==> config.mk <==
export PLATFORM = sky130hd
export DESIGN_NAME = anode_scanner
export DESIGN_NICKNAME = d
export VERILOG_FILES = /design/src/rtl/anode_scanner.sv
export SDC_FILE = /design/constraint.sdc
export NUM_CORES = 1
export LEC_CHECK = 0
export BUFFER_PORTS_ARGS = -buffer_cell sky130_fd_sc_hd__buf_2
export CAP_MARGIN = 10
export CORE_MARGIN = 1.5
export CORE_UTILIZATION = 55
export DETAILED_ROUTE_END_ITERATION = 8
export GPL_TIMING_DRIVEN = 0
export PLACE_DENSITY = 0.81
export SYNTH_ARGS = -nofsm -noshare
export SYNTH_HDL_FRONTEND = slang
export SYNTH_SLANG_ARGS = --single-unit
==> constraint.sdc <==
create_clock -name Clock -period 2.64 [get_ports Clock]
set_input_delay 0.396 -clock Clock [delete_from_list [all_inputs] [get_ports Clock]]
set_output_delay 0.396 -clock Clock [all_outputs]
set_load 0.005 [all_outputs]
==> src/rtl/anode_scanner.sv <==
// anode_scanner: rotating active-low anode select for a four-digit
// seven-segment display. Each digit owns a slot of SLOT_CYCLES clocks. The
// first BLANK_CYCLES of every slot keep all anodes off so segment data can
// settle without ghosting. Enable masks individual digits without touching
// slot timing. Every output comes straight from a flop.
module anode_scanner #(
  parameter int SLOT_CYCLES  = 100000,
  parameter int BLANK_CYCLES = 1000
) (
  input  logic       Clock,
  input  logic       Reset,
  input  logic [3:0] Enable,
  output logic [3:0] Select,
  output logic [1:0] DigitIndex,
  output logic       ScanTick
);

  localparam int CW = (SLOT_CYCLES > 2) ? $clog2(SLOT_CYCLES) : 1;
  localparam logic [CW-1:0] LAST = CW'(SLOT_CYCLES - 1);

  logic [CW-1:0] count, count_nxt;
  logic [1:0]    index, index_nxt;
  logic          wrap, blank_nxt;
  logic [3:0]    select_nxt;

  // Next slot position: the counter wraps at the slot end and only then
  // moves the digit index on.
  always_comb begin
    wrap      = (count == LAST);
    count_nxt = wrap ? '0 : count + 1'b1;
    index_nxt = wrap ? index + 2'd1 : index;
  end

  // The blanking phase is derived from the counter; with no blanking
  // configured it never occurs and adjacent one-hot codes follow directly.
  generate
    if (BLANK_CYCLES == 0) begin : g_noblank
      assign blank_nxt = 1'b0;
    end else begin : g_blank
      localparam logic [CW-1:0] BLANK = CW'(BLANK_CYCLES);
      assign blank_nxt = (count_nxt < BLANK);
    end
  endgenerate

  // Anode code for the next cycle: all off while blanking or when the
  // digit is masked, otherwise a single low bit for the digit.
  always_comb begin
    select_nxt = 4'b1111;
    if (!blank_nxt && Enable[index_nxt])
      select_nxt = ~(4'b0001 << index_nxt);
  end

  // Scan state and registered outputs; reset parks on digit 0, all off.
  always_ff @(posedge Clock or negedge Reset) begin
    if (!Reset) begin
      count      <= '0;
      index      <= 2'd0;
      Select     <= 4'b1111;
      DigitIndex <= 2'd0;
      ScanTick   <= 1'b0;
    end else begin
      count      <= count_nxt;
      index      <= index_nxt;
      Select     <= select_nxt;
      DigitIndex <= index_nxt;
      ScanTick   <= wrap;
    end
  end

endmodule
* After elaboration in Yosys (flattened, before gate mapping)
Cells that the tools add are included.
** Word-level totals
- Register bits :: 24
- Input bits :: 6
- Output and inout bits :: 7
- Word-level logic and storage cells :: 18
** Operators by class
- Add/subtract/negate cells :: 2
- $lt $le $gt $ge :: 2
- Eq/ne operators :: 1
- Shift operators :: 1
- Multiplexer cells :: 5
- Bitwise gates (word level) :: 1
- Reductions and logical operators :: 2
** Operator list (number)
- $add A17 B1 Y17 const B :: 1
- $eq A17 B17 Y1 const B :: 1
- $lt A17 B10 Y1 const B :: 1
- $mux W17 :: 1
- $mux W4 :: 1
- $not A4 Y4 :: 1
- $shl A1 B2 Y4 const A :: 1
- $lt A2 B3 Y1 const B :: 1
- $add A2 B1 Y2 const B :: 1
- $bmux W1 S2 :: 1
- $mux W2 :: 1
- $logic_and A1 B1 Y1 :: 1
- $logic_not A1 Y1 :: 1
- $mux W1 :: 1

* Depth between registers and ports, before layout
Gate-level depths: netlist of run 1.
- Word-level depth :: 6
- Mapped depth :: 8
- Mapped depth without buffers :: 7

* Least setup slack after synthesis of run 1
No wires, ideal clock.
- Kind :: register to register
- Start :: register count[9]
- End :: register Select[2]
- Setup time :: 0.081 ns
- Arrival :: 1.839 ns
- Data required time :: 2.559 ns
- Slack :: 0.720 ns
- Stages on the path, launching flop included :: 7
- Path buffers :: 0
- Period minus slack after synthesis :: 1.920 ns
- Cell sequence :: dfrtp_1 -> nand2_1 -> or4_4 -> o41a_1 -> o2111ai_2 -> o211ai_2 -> o211ai_1
** On the way
- Cells in the longest elaborated chain, start to end :: 6
- Elaborated cells between the ends (all ways) :: 12
- Those cells by class :: add/sub (1); order compare (1); eq/ne (1); shift (1); mux (5); bitwise (1); reduce/logical (2)
** RTL lines
- start, declared :: RTL line 21 : logic [CW-1:0] count, count_nxt;
- start signal, assigned :: RTL line 62 : count <= count_nxt;
- $eq A17 B17 Y1 :: RTL line 29 : wrap = (count == LAST);
- $mux W17 :: RTL line 30 : count_nxt = wrap ? '0 : count + 1'b1;
- via count_nxt[3] :: RTL line 21
- $lt A17 B10 Y1 :: RTL line 41 : assign blank_nxt = (count_nxt < BLANK);
- $logic_not A1 Y1 :: RTL line 49 : if (!blank_nxt && Enable[index_nxt])
- $logic_and A1 B1 Y1 :: RTL line 49
- $mux W4 :: RTL line 49
- via select_nxt[2] :: RTL line 24 : logic [3:0] select_nxt;
- end signal, assigned :: RTL line 64 : Select <= select_nxt;
- end, declared :: RTL line 13 : output logic [3:0] Select,
The timed path passes the listed nets, and every way through them passes these cells. The select of a mux whose other input is x is not followed.

* Worst setup path after layout of run 1
- Start :: register count[9]
- End :: register Select[2]
** On the way
- Cells in the longest elaborated chain, start to end :: 6
- Elaborated cells between the ends (all ways) :: 12
- Those cells by class :: add/sub (1); order compare (1); eq/ne (1); shift (1); mux (5); bitwise (1); reduce/logical (2)
** RTL lines (RTL line)
- $add A17 B1 Y17 or $eq A17 B17 Y1 (tied branches) :: 30, 29
- $mux W17 or $mux W2 (tied branches) :: 30, 31
- $lt A17 B10 Y1 or $bmux W1 S2 (tied branches) :: 41, 49
- $logic_not A1 Y1 or $mux W1 (tied branches) :: 49
- $logic_and A1 B1 Y1 :: 49
- $mux W4 * :: 49
- via select_nxt[2] :: 24
Mark *: on every way through the listed nets, which the timed path passes. The rest lies on a longest branch. The select of a mux whose other input is x is not followed.

==> results.md, run 1 <==
* Status: complete, no violations
* Global-route wire length before repair at 4.40 mm
* Yosys Warn Count at 0
* Die area at around 2600 sq um
* Min Tclk post-route at between 2000 and 2500 ps
* Final-report hold violation count at 0
* Synth top area share at ~40%
* Post-synthesis xor/xnor area fraction at a little under an eighth
* Ports at 13
* Vias per std cell at 6.14
* DRC at 0
* Layout cells sized above 1 at a little under a quarter
* Cts bufs inserted at 3
* Slew HR at 63.6%
* Mean post-synth cell area at around 10 sq um
* Fin crit share at 87.8%
* Wire length on met1 at ~1.2 mm
* Asr flop ratio synth at 100%
* Startpoint types: register
* Hold crit path type: primary input to async pin
* Overflow left after global routing at 0
* Final net count at around 150
* Data required, critical path at 2890 ps
* Yosys top cell by area: dfrtp_1
* Clk_lat worst skew at ~320 ps
* Wire length on met2 at roughly 1.3 mm
* Setup bufs post-CTS at 0
* IO Port Bufs at 12
* Area of the multi-input gates at about 610 sq um
* Post-synthesis compound-gate area fraction at between 8 and 9%
* Pin count of the biggest net entering global routing at 25
* Crit path kind: register to register
* Clock Skew at 6.50 ps
* Routability cong. at roughly 0.94
* EDFF count, synth at 0
* Worst-case clock buffer depth at 2
* Final TNS setup at 0 ps
* Met3 wire len at 115 microns
* Vertical die dimension at between 50 and 60 microns
* Adder and majority gate portion of the synthesized area at less than 1%
* Register bit total from synthesis at 24
* Layout area overhead at 11.6%
* Vias in the first global route at roughly 960
* Synth Instances at 122
* Post-synthesis mux area share at less than 1%
* Fill cell count at between 150 and 200
* CTS hold repair buffers at 0
* First-iteration detailed-routing DRC count at 55
* F_max at 431 MHz
* Post-route ant nets at 0
* CTS tree: done
* Most frequent cells in the layout: dfrtp_1 (20), buf_2 (13), nor2_1 (12)
* Unrepaired setup endpoints after global routing: no
* CTS root buffer: clkbuf_4
* Post-synth top flop: dfrtp_1
* Post-route insts no fill at around 170
* Max-slew violations at 0
* HPWL after DPL at approximately 1.8 mm
* Dpl cells at ~160
* Highest metal used: met4
* Clock transition at path regs at 140 ps
* Post-Synth Simple-Gate Area at a little over a quarter
* Mapped cell area at roughly 1300 sq um
* Final WL at about 2.6 mm
* CTS H-tree depth at 1
* Max Cap Viol at 0
* Max FO, Critical Path at 10
* Post-DR wirelength/cell at ~16 microns
* PwrDens at 457 nW/um^2
* Largest family of logic cells by synthesized area: simple AND/OR/NAND/NOR gates
* Core area at 2190 sq um
* Synth area leaders: dfrtp_1 (39%), dfstp_2 (8.3%), xnor2_1 (7.6%)
* Crit path DAT at 2570 ps
* Via count at around 1000
* Worst setup EP type: register
* Antenna violations before repair at 0
* Rows at 17
* Post-CTS Resized at 0
* Effective utilization at floorplan at between 50% and 60%
* Post-synth cell types at 41
* # diodes at 0
* Seq/Total Area, Yosys at between 40% and 50%
* Final setup violation count at 0
* Most common cell after layout, fill and taps aside: dfrtp_1
* Peak supply drop at ~350 uV
* Worst r2r path cells at 7
* Post-Synthesis Net Count at 129
* DR pass1 iterations at 5
* Total track usage at 22.7%
* FF/Latch Area at about 610 sq um
* Die X at 51.0 microns
* Leak pwr at 0.629 nW
* Worst slew pin tran at about 540 ps
* Clock Sinks at 24
## power breakdown
part	internal (mW)	switching [mW]
logic	0.00257	0.00756
clock network	0.154	0.116
registers	0.368	0
## layout make-up
type	count	area share, %
multi-input cells	89	43.1
flip-flops and latches	24	42.8
repair buffers	12	4.24
plain buffers	6	2.83
well taps	28	2.48
clock inverters	1	2.12
clock buffers	3	1.59
inverters	3	0.796
## cell families after synthesis
group | after synthesis
simple gates | 57
xor+xnor | 17
compound gates | 13
buf+inv | 9
flops | 24
mux | 1
fa+ha+maj | 1
## layer usage
layer,vias to the layer above,track usage [%]
li1,472,-
met1,508,33.7
met2,33,32.0
met3,7,3.51
met4,0,11.3
met5,-,0
## registers in the layout, indices dropped and copies added, names as in the netlist
name	count
ScanTick	1
count	17
Select	4
DigitIndex	2
## per-stage QoR
step	hold slack [ps]	power, mW	utilization (%)	instance area, sq um	worst slack (ps)
after CTS	48.5	0.650	64.6	1420	379
after global routing	69.6	0.665	64.6	1420	262
after detailed placement	409	0.385	62.2	1360	408
after global placement	394	0.385	62.2	1360	446
final	26.9	0.647	64.6	1420	321
after floorplan	100	0.375	-	1270	720
## critical path, stage by stage, from the launching register on
cell	delay [ps]
dfrtp_1	490
nand2_1	90
or4_4	520
nor4_1	540
buf_2	330
nand2_2	90
nor2_1	90
o211ai_1	90
## Yosys cell counts (3+ instances only)
cell type  instances
nor3_1             3
xnor2_1           11
xor2_1             6
nand4_1            5
or3_1              3
nand3_1            8
nor2_1            12
dfstp_2            4
nand2_1            6
dfrtp_1           20
nor4_1             5
nor2b_1            4
## worst paths after layout
check	from	end	slack, ps
max in group asynchronous	Reset	Select[2]	2250
setup / recovery	count[9]	Select[2]	320
min in group Clock	Enable[1]	Select[1]	220
setup reg to reg	count[9]	Select[2]	320
hold / removal	Reset	count[13]	30
hold reg to reg	count[14]	count[14]	530
No activity file was read; power rests on OpenSTA's default activity.
==> inputs of run 2 (changes only) <==
--- a/config.mk
+++ b/config.mk
@@ -5,7 +5,7 @@
 export SDC_FILE = /design/constraint.sdc
 export NUM_CORES = 1
 export LEC_CHECK = 0
-export BUFFER_PORTS_ARGS = -buffer_cell sky130_fd_sc_hd__buf_2
+export BUFFER_PORTS_ARGS = -buffer_cell sky130_fd_sc_hd__buf_4
 export CAP_MARGIN = 10
 export CORE_MARGIN = 1.5
 export CORE_UTILIZATION = 55
==> results.md, run 2 (same netlist as run 1, synthesis figures left out) <==
* Status: complete, no violations (unchanged)
* Post-DR wirelength/cell at 15.4 microns (was 15.8 microns)
* GR Util met3 at 2.63% (was 3.51%)
* Largest stage delay on the critical path at 520 ps (was 540 ps)
* Worst r2r path cells at 6 (was 7)
* Final-report hold violation count at 0 (unchanged)
* Total track usage at 22.2% (was 22.7%)
* Final setup violation count at 0 (unchanged)
* Rows at 17 (unchanged)
* Overflow left after global routing at 0 (unchanged)
* DR pass1 iterations at 4 (was 5)
* Hold Path Sink: Select[2]
* # diodes at 0 (unchanged)
* Met2 global-route usage at 32.7% (was 32.0%)
* CTS tree: done (unchanged)
* Layout cells sized above 1 at 23.0% (was 23.2%)
* Via count at 973 (was 1020)
* Most frequent cells in the layout: dfrtp_1 (20), buf_4 (14), nor2_1 (12) (was dfrtp_1 (20), buf_2 (13), nor2_1 (12))
* Worst Min Path Start: Enable[2]
* Post-route ant nets at 0 (unchanged)
* Met1 Use GR at 32.1% (was 33.7%)
* Effective utilization at floorplan at 57.9% (unchanged)
* Final WL at 2.57 mm (was 2.62 mm)
* Min Tclk post-route at 2240 ps (was 2320 ps)
* Post-CTS Resized at 0 (unchanged)
* DRC at 0 (unchanged)
* Setup WS post-layout at 402 ps (was 321 ps)
* IO Port Bufs at 12 (unchanged)
* First-iteration detailed-routing DRC count at 29 (was 55)
* Biggest register: count (unchanged)
* Global-route wire length before repair at 4.26 mm (was 4.40 mm)
* Max Cap Viol at 0 (unchanged)
* Pin count of the biggest net entering global routing at 25 (unchanged)
* Reg-to-reg startpoint: count[9] (unchanged)
* WHS at 224 ps (was 26.9 ps)
* HPWL after DPL at 1.81 mm (was 1.85 mm)
* Critical-path cell list: nand2_1, or4_4, nor4_1, buf_2, nor3b_1, o211ai_1 (was nand2_1, or4_4, nor4_1, buf_2, nand2_2, nor2_1, o211ai_1)
* Unrepaired setup endpoints after global routing: no (unchanged)
* Fill cell count at 173 (was 186)
* Vias per std cell at 5.83 (was 6.14)
* Largest regs: count x17, Select x4, DigitIndex x2 (unchanged)
* Slew HR at 67.2% (was 63.6%)
* FF/Latch Area at 606 sq um (unchanged)
* Vertical die dimension at 51.0 microns (unchanged)
* Utilization after layout at 66.4% (was 64.6%)
* Clock transition at path regs at 130 ps (was 140 ps)
* Ports at 13 (unchanged)
* R2R setup slack at 400 ps (was 320 ps)
* Busiest grt layer: met2 (was met1)
* Worst-case clock buffer depth at 2 (unchanged)
* Core area at 2190 sq um (unchanged)
* Slowest-stage cell, CP: or4_4 (was nor4_1)
* CP Launch Point: count[9] (unchanged)
* Worst setup EP type: register (unchanged)
* Hold crit path type: primary input to register (was primary input to async pin)
* Area of the multi-input gates at 611 sq um (unchanged)
* Final net count at 147 (was 146)
* Final TNS setup at 0 ps (unchanged)
* Worst slew pin tran at 487 ps (was 542 ps)
* Antenna violations before repair at 0 (unchanged)
* CTS root buffer: clkbuf_4 (unchanged)
* Routability cong. at 0.864 (was 0.939)
* Fin crit share at 84.8% (was 87.8%)
* Clock Skew at 2.98 ps (was 6.50 ps)
* Clock Sinks at 24 (unchanged)
* Data required, critical path at 2890 ps (about the same)
* Clk_lat worst skew at 320 ps (about the same)
* Placement Setup Slack at 448 ps (was 408 ps)
* Leak pwr at 0.645 nW (was 0.629 nW)
* Die X at 51.0 microns (unchanged)
* Tot Pwr at 647 uW (about the same)
* F_max at 447 MHz (was 431 MHz)
* Vias in the first global route at 904 (was 956)
* Max FFs per register at 17 (unchanged)
* PwrDens at 445 nW/um^2 (was 457 nW/um^2)
* CTS H-tree depth at 1 (unchanged)
* Max-slew violations at 0 (unchanged)
* Die area at 2600 sq um (unchanged)
* Max FO, Critical Path at 10 (unchanged)
* Most common cell after layout, fill and taps aside: dfrtp_1 (unchanged)
* Hold Crit Depth at 2
* Startpoint types: register (unchanged)
* Peak supply drop at 390 uV (was 347 uV)
* Layout area overhead at 14.8% (was 11.6%)
* Reg2Reg Capture Point: Select[2] (unchanged)
* Crit path DAT at 2490 ps (was 2570 ps)
* Crit path kind: register to register (unchanged)
* Cts bufs inserted at 3 (unchanged)
==> run 2: changes by cell type in the layout (fill, tap and decap cells not counted) <==
cell,before,now
buf_2,13,1
dlygate4sd3_1,0,1
buf_4,2,14
==> run 2: layout make-up <==
| class | instances | share of cell area [%] |
|---|---|---|
| inverter | 3 | 0.774 |
| clock inverter | 1 | 2.06 |
| clock buffer | 3 | 1.55 |
| timing repair buffer | 13 | 6.88 |
| multi-input combinational | 89 | 42.0 |
| buffer | 6 | 2.75 |
| tap | 28 | 2.41 |
| sequential | 24 | 41.6 |
==> run 2: stage by stage <==
step / instances / area (sq um)
3_3_place_gp: 162 / 1390
3_5_place_dp: 162 / 1390
6_report: 167 / 1460
5_1_grt: 167 / 1460
4_1_cts: 167 / 1460
2_1_floorplan: 122 / 1270
==> run 2: how the worst max path moves through the flow <==
stage,to,depth (start not counted)
2_1_floorplan,Select[2],6
3_3_place_gp,Select[0],6
3_5_place_dp,Select[2],7
4_1_cts,Select[2],6
5_1_grt,Select[3],8
6_report,Select[2],6
==> run 2: per-layer routing <==
layer  part of all wire (%)  up-vias
met1                     47      462
met5                      0        -
met4                    1.9        0
met3                    4.4        7
met2                     46       31
li1                       -      473
==> run 2: critical path: cells and delay by family (launching register included) <==
family / cells / cell delay, ps
flip-flops: 1 / 470
AO/OA/AOI/OAI: 1 / 190
AND/OR/NAND/NOR: 4 / 1190
buffers and inverters: 1 / 320
==> run 2: repair_timing <==
action,in CTS,in global routing
hold buffers,1,0
hold endpoints to repair,20,0
buffers inserted,0,0
==> run 2: where the power goes <==
part	internal (mW)	switching, mW
registers	0.368	0
logic	0.00565	0.00777
clock network	0.154	0.112
